$ cat src/rtl/ieee754_pkg.sv
// Shared IEEE-754 single-precision field widths, FSM states, operand classes
// and result flags for the float-to-fixed converter.
package ieee754_pkg;
    localparam int EXP_W  = 8;
    localparam int FRAC_W = 23;
    localparam int BIAS   = 127;
    localparam int MANT_W = FRAC_W + 1;

    typedef enum logic [1:0] {
        ST_IDLE,
        ST_CLASSIFY,
        ST_SHIFT,
        ST_DONE
    } state_t;

    typedef enum logic [2:0] {
        CLS_NORMAL,
        CLS_NAN,
        CLS_SAT,
        CLS_NEG,
        CLS_ZERO,
        CLS_INEXACT
    } cls_t;

    typedef struct packed {
        logic sat;
        logic nan;
        logic neg;
        logic inexact;
    } flags_t;
endpackage

$ cat src/rtl/ieee754_classify.sv
// Combinational decode of a single-precision operand into a special-case class
// and the right-shift count that aligns {1,f} to an integer.
module ieee754_classify
    import ieee754_pkg::*;
#(
    parameter int OUT_W = 16
) (
    input  logic              sign,
    input  logic [EXP_W-1:0]  exponent,
    input  logic [FRAC_W-1:0] fraction,
    output cls_t              cls,
    output logic [4:0]        shift_cnt
);
    // Largest exponent whose integer part still fits in OUT_W bits.
    localparam logic [EXP_W-1:0] SAT_EXP = EXP_W'(BIAS - 1 + OUT_W);
    localparam logic [EXP_W-1:0] EXP_MAX = '1;
    localparam logic [EXP_W-1:0] ONE_EXP = EXP_W'(BIAS);
    localparam logic [EXP_W-1:0] INT_EXP = EXP_W'(BIAS + FRAC_W);

    logic frac_nz;
    logic exp_zero;

    assign frac_nz  = |fraction;
    assign exp_zero = ~|exponent;

    always_comb begin
        cls = CLS_NORMAL;
        if (exponent == EXP_MAX)
            cls = frac_nz ? CLS_NAN : (sign ? CLS_NEG : CLS_SAT);
        else if (exp_zero && !frac_nz)
            cls = CLS_ZERO;
        else if (sign)
            cls = CLS_NEG;
        else if (exponent < ONE_EXP)
            cls = CLS_INEXACT;
        else if (exponent > SAT_EXP)
            cls = CLS_SAT;
    end

    assign shift_cnt = 5'(INT_EXP - exponent);
endmodule

$ cat src/rtl/float_to_fixed_conv.sv
// Converts an IEEE-754 single to an OUT_W-bit unsigned integer (truncating),
// using a one-bit-per-cycle right shifter with a sticky bit for inexactness.
module float_to_fixed_conv
    import ieee754_pkg::*;
#(
    parameter int OUT_W = 16
) (
    input  logic             clk,
    input  logic             reset_n,
    input  logic             in_valid,
    output logic             in_ready,
    input  logic [31:0]      in_data,
    output logic             out_valid,
    input  logic             out_ready,
    output logic [OUT_W-1:0] out_data,
    output logic             out_sat,
    output logic             out_nan,
    output logic             out_neg,
    output logic             out_inexact
);
    state_t             state, state_nxt;
    logic [31:0]        op_q;
    logic [MANT_W-1:0]  mant_q;
    logic [MANT_W-1:0]  mant_full;
    logic [MANT_W-1:0]  mant_shr;
    logic [4:0]         cnt_q;
    logic               sticky_q;
    logic               sticky_nxt;
    logic [OUT_W-1:0]   data_q;
    flags_t             flags_q;
    cls_t               cls;
    logic [4:0]         shift_cnt;

    ieee754_classify #(.OUT_W(OUT_W)) u_classify (
        .sign      (op_q[31]),
        .exponent  (op_q[30:23]),
        .fraction  (op_q[22:0]),
        .cls       (cls),
        .shift_cnt (shift_cnt)
    );

    assign mant_full  = {1'b1, op_q[FRAC_W-1:0]};
    assign mant_shr   = mant_q >> 1;
    assign sticky_nxt = sticky_q | mant_q[0];

    always_ff @(posedge clk) begin
        if (!reset_n) state <= ST_IDLE;
        else          state <= state_nxt;
    end

    always_comb begin
        state_nxt = state;
        unique case (state)
            ST_IDLE:     if (in_valid) state_nxt = ST_CLASSIFY;
            ST_CLASSIFY: state_nxt = (cls != CLS_NORMAL || shift_cnt == 5'd0) ? ST_DONE : ST_SHIFT;
            ST_SHIFT:    if (cnt_q == 5'd1) state_nxt = ST_DONE;
            ST_DONE:     if (out_ready) state_nxt = ST_IDLE;
            default:     state_nxt = ST_IDLE;
        endcase
    end

    always_ff @(posedge clk) begin
        if (!reset_n) begin
            op_q     <= '0;
            mant_q   <= '0;
            cnt_q    <= '0;
            sticky_q <= 1'b0;
            data_q   <= '0;
            flags_q  <= '0;
        end else begin
            unique case (state)
                ST_IDLE: if (in_valid) op_q <= in_data;
                ST_CLASSIFY: begin
                    data_q  <= '0;
                    flags_q <= '0;
                    unique case (cls)
                        CLS_NAN:     flags_q.nan     <= 1'b1;
                        CLS_NEG:     flags_q.neg     <= 1'b1;
                        CLS_INEXACT: flags_q.inexact <= 1'b1;
                        CLS_SAT: begin
                            flags_q.sat <= 1'b1;
                            data_q      <= '1;
                        end
                        CLS_NORMAL: begin
                            mant_q   <= mant_full;
                            cnt_q    <= shift_cnt;
                            sticky_q <= 1'b0;
                            // Exponent already at the integer position: no shifting needed.
                            if (shift_cnt == 5'd0) data_q <= mant_full[OUT_W-1:0];
                        end
                        default: ;
                    endcase
                end
                ST_SHIFT: begin
                    mant_q   <= mant_shr;
                    sticky_q <= sticky_nxt;
                    cnt_q    <= cnt_q - 5'd1;
                    if (cnt_q == 5'd1) begin
                        data_q          <= mant_shr[OUT_W-1:0];
                        flags_q.inexact <= sticky_nxt;
                    end
                end
                default: ;
            endcase
        end
    end

    assign in_ready    = (state == ST_IDLE);
    assign out_valid   = (state == ST_DONE);
    assign out_data    = data_q;
    assign out_sat     = flags_q.sat;
    assign out_nan     = flags_q.nan;
    assign out_neg     = flags_q.neg;
    assign out_inexact = flags_q.inexact;
endmodule

$ cat config.mk
export PLATFORM = sky130hd
export DESIGN_NAME = float_to_fixed_conv
export DESIGN_NICKNAME = d
export VERILOG_FILES = /design/src/rtl/ieee754_pkg.sv /design/src/rtl/ieee754_classify.sv /design/src/rtl/float_to_fixed_conv.sv
export SDC_FILE = /design/constraint.sdc
export NUM_CORES = 1
export LEC_CHECK = 0
export ABC_CLOCK_PERIOD_IN_PS = 2300
export BUFFER_PORTS_ARGS = -buffer_cell sky130_fd_sc_hd__buf_2
export CAP_MARGIN = 20
export CORE_UTILIZATION = 40
export CTS_CLUSTER_DIAMETER = 150
export DETAILED_ROUTE_END_ITERATION = 8
export PLACE_DENSITY_LB_ADDON = 0.12
export SLEW_MARGIN = 10
export SYNTH_ARGS = -nofsm -noshare
export SYNTH_HDL_FRONTEND = slang
export SYNTH_SLANG_ARGS = --single-unit
$ cat constraint.sdc
create_clock -name clk -period 2.3 [get_ports clk]
set_clock_uncertainty 0.1 [all_clocks]
set_input_delay 0.23 -clock clk [delete_from_list [all_inputs] [get_ports clk]]
set_output_delay 0.23 -clock clk [all_outputs]
set_load 0.1 [all_outputs]
==> results.md <==
- Final Wtd Congestion: 0.7388
- RSZ-0062 raised after global routing: no
- Final hold vios: 0
- CTS tree: built
- Top-level I/O count: 58
- Vias per cell: 5.276
- Vias in the first global route: 3379
- Post-CTS setup repair buffer count: 0
- Syn nets: 519
- Final Max Slew Viols: 0
- Yosys cell types: 50
- Crit path max fanout: 10
- Result of the run: finished clean
- Remaining Overflow, GRT: 0
- Detail Route Antenna Nets: 0
- Max_slew headroom: 0.6688
- Total GRT Usage: 0.1869
- CP required: 2450 ps
- Setup TNS: 0 ps
- Worst EP arrival: 2280 ps
- # diodes: 0
- CP endpoint kind: register
- Total power: 0.006198 W
- Layout cells sized above 1: 0.2110
- First-pass DRT Iterations: 4
- Leak: 2.028 nW
- Critical path class: reg -> reg
- Max_cap viols: 0
- Number of DRC markers in iteration 0: 175
- Cell Pwr Density: 1291 nW/µm²
- Post-Syn Instances: 474
- FMAX: 468.8 MHz
- Synth area leader: dfxtp_1
- Die H: 103.6 µm
- Wire per inst: 14.68 µm
- Global-route wire length before repair: 16470 µm
- Core Util, Final: 0.4846
- Synth Flop Type: dfxtp_1
- Synthesis-stage register bit count: 84
- Number of synthesized flops with an enable pin: 0
- Commonest cells in the netlist: 95 x nand2_1, 84 x dfxtp_1, 34 x a21boi_0, 29 x o21ai_0, 27 x mux2i_1
- Synth area leaders: dfxtp_1 41%, nand2_1 8.6%, mux2i_1 6.5%
- Clock Latency Late Sink: 350 ps
- Die area: 10740 µm²
- Post-layout minimum cycle time: 2133 ps
- DP HPWL: 6354 µm
- Startpoint types: register
- Maximum VDD drop: 0.7325 mV
- Clk sink count: 84
- Worst-margin pin slew: 496.7 ps
- Cts bufs inserted: 9
- Most common cell type on the critical path: buf_4
- Count leader, synth: nand2_1
- Total core area: 9910 µm²
- Rows: 36
- Starting density of the core: 0.4170
- YS warnings: 0
- H-tree depth: 3
- Max Root-Sink Buffers: 2
- DRC: 0
- Largest net degree at the start of global routing: 90
- Critical path's slowest cell: dfxtp_1
- Final #Nets: 566
- Syn Area/Cell: 8.719 µm²
- Setup-failing EPs final: 0
- Layout area overhead: 16.20%
- Clock slew at the register clock pins of the worst setup and hold paths: 90 ps
- Buffers on Ports: 57
- HP Class: in -> reg
- Seq/Total Area, Yosys: 0.4069
- Die X: 103.6 µm
- Fraction of registers with async set or reset after synthesis: 0
- CP Cell Sequence: inv_1 > ha_1 > nand4b_1 > nand3_1 > a21oi_1 > buf_4 > or2_4 > buf_4 > o211a_1
- Synth top area share: 0.4069
- Crit share post-route: 0.9275
- CTS root buffer: clkbuf_8
- Via count: 3477
- Largest stage delay on the critical path: 400 ps
- Initial antenna violation count: 0
- Synth Cell Area: 4133 µm²
- Routed WL: 9676 µm
## per-layer routing
layer	global-route usage	share of wire
met5	0	0
met4	0.05901	0.0099
met3	0.02769	0.029
met2	0.3116	0.46
met1	0.2478	0.50
## path summary, 6_finish.rpt
kind | slack [ps] | cells after the start | from | endpoint
max | 170 | 9 | op_q[23]$_SDFFE_PN0P_ | mant_q[5]$_SDFFE_PN0P_
min | 20 | 3 | in_data[10] | op_q[10]$_SDFFE_PN0P_
max reg2reg | 170 | 9 | op_q[23]$_SDFFE_PN0P_ | mant_q[5]$_SDFFE_PN0P_
min reg2reg | 380 | 2 | out_neg$_SDFFE_PN0P_ | out_neg$_SDFFE_PN0P_
## through the flow
stage                     worst slack [ps]  cell area, µm²  instances  hold WS, ps
after floorplan                      1.122            4133        474        274.9
after detailed placement             112.8            4569        643        375.3
final                                166.7            4802        659        18.93
after global routing                 10.44            4802        659        17.69
after CTS                            75.82            4795        659        8.527
after global placement               156.6            4569        643        362.3
## critical path, delay by kind of cell, from the launching register on
| kind | cells | cell delay (ps) |
|---|---|---|
| buf+inv | 3 | 440 |
| flops | 1 | 400 |
| simple gates | 3 | 600 |
| fa+ha+maj | 1 | 210 |
| compound gates | 2 | 290 |
## report_power, final
part           total [W]  switching [W]  internal (W)
Sequential       0.00214       0.000297       0.00184
Clock            0.00118       0.000534      0.000646
Combinational    0.00288        0.00206      0.000826
Total            0.00620        0.00289       0.00331
## placed cells by master, fill, tap and decap left out, drive strengths merged, types with 2 or more instances in the layout
cell / netlist / layout
a21boi: 35 / 35
a21o: 2 / 2
a21oi: 23 / 23
and2: 2 / 2
buf: 13 / 76
bufinv: 0 / 2
clkbuf: 26 / 11
clkinvlp: 0 / 2
dfxtp: 84 / 84
ha: 9 / 9
inv: 9 / 10
mux2i: 27 / 27
nand2: 96 / 96
nand2b: 5 / 5
nand3: 5 / 5
nand4: 3 / 3
nand4b: 2 / 2
nor2: 7 / 7
nor3: 7 / 7
nor4: 6 / 6
o211a: 23 / 23
o211ai: 19 / 19
o21ai: 30 / 30
o22a: 2 / 2
o22ai: 4 / 4
or3: 17 / 17
xnor2: 2 / 2
xor2: 2 / 2
## logic make-up after synthesis
group | Yosys count | share of synthesized area
simple gates | 154 | 0.1717
compound gates | 146 | 0.2634
flops | 84 | 0.4069
buf+inv | 50 | 0.05691
mux | 27 | 0.06540
fa+ha+maj | 9 | 0.02725
xor+xnor | 4 | 0.008479
## flip-flops by register name, indices dropped and copies added (netlist names), 2 cells and up
signal	count
op_q	32
mant_q	24
out_data	16
cnt_q	5
state	2
## cell type report
| type | count | area [µm²] |
|---|---|---|
| clock buffer | 11 | 141.4 |
| sequential | 84 | 1683 |
| inverter | 10 | 37.54 |
| tap | 133 | 166.4 |
| timing repair buffer | 76 | 469.2 |
| fill | 993 | 5107 |
| multi-input combinational | 340 | 2221 |
| clock inverter | 5 | 83.83 |
## timing repair
action | 4_1_cts | 5_1_grt
endpoints found under the setup margin | 0 | 22
gates resized for setup | 0 | 3
hold buffers | 0 | 0
Power figures use the tool's default switching activity.
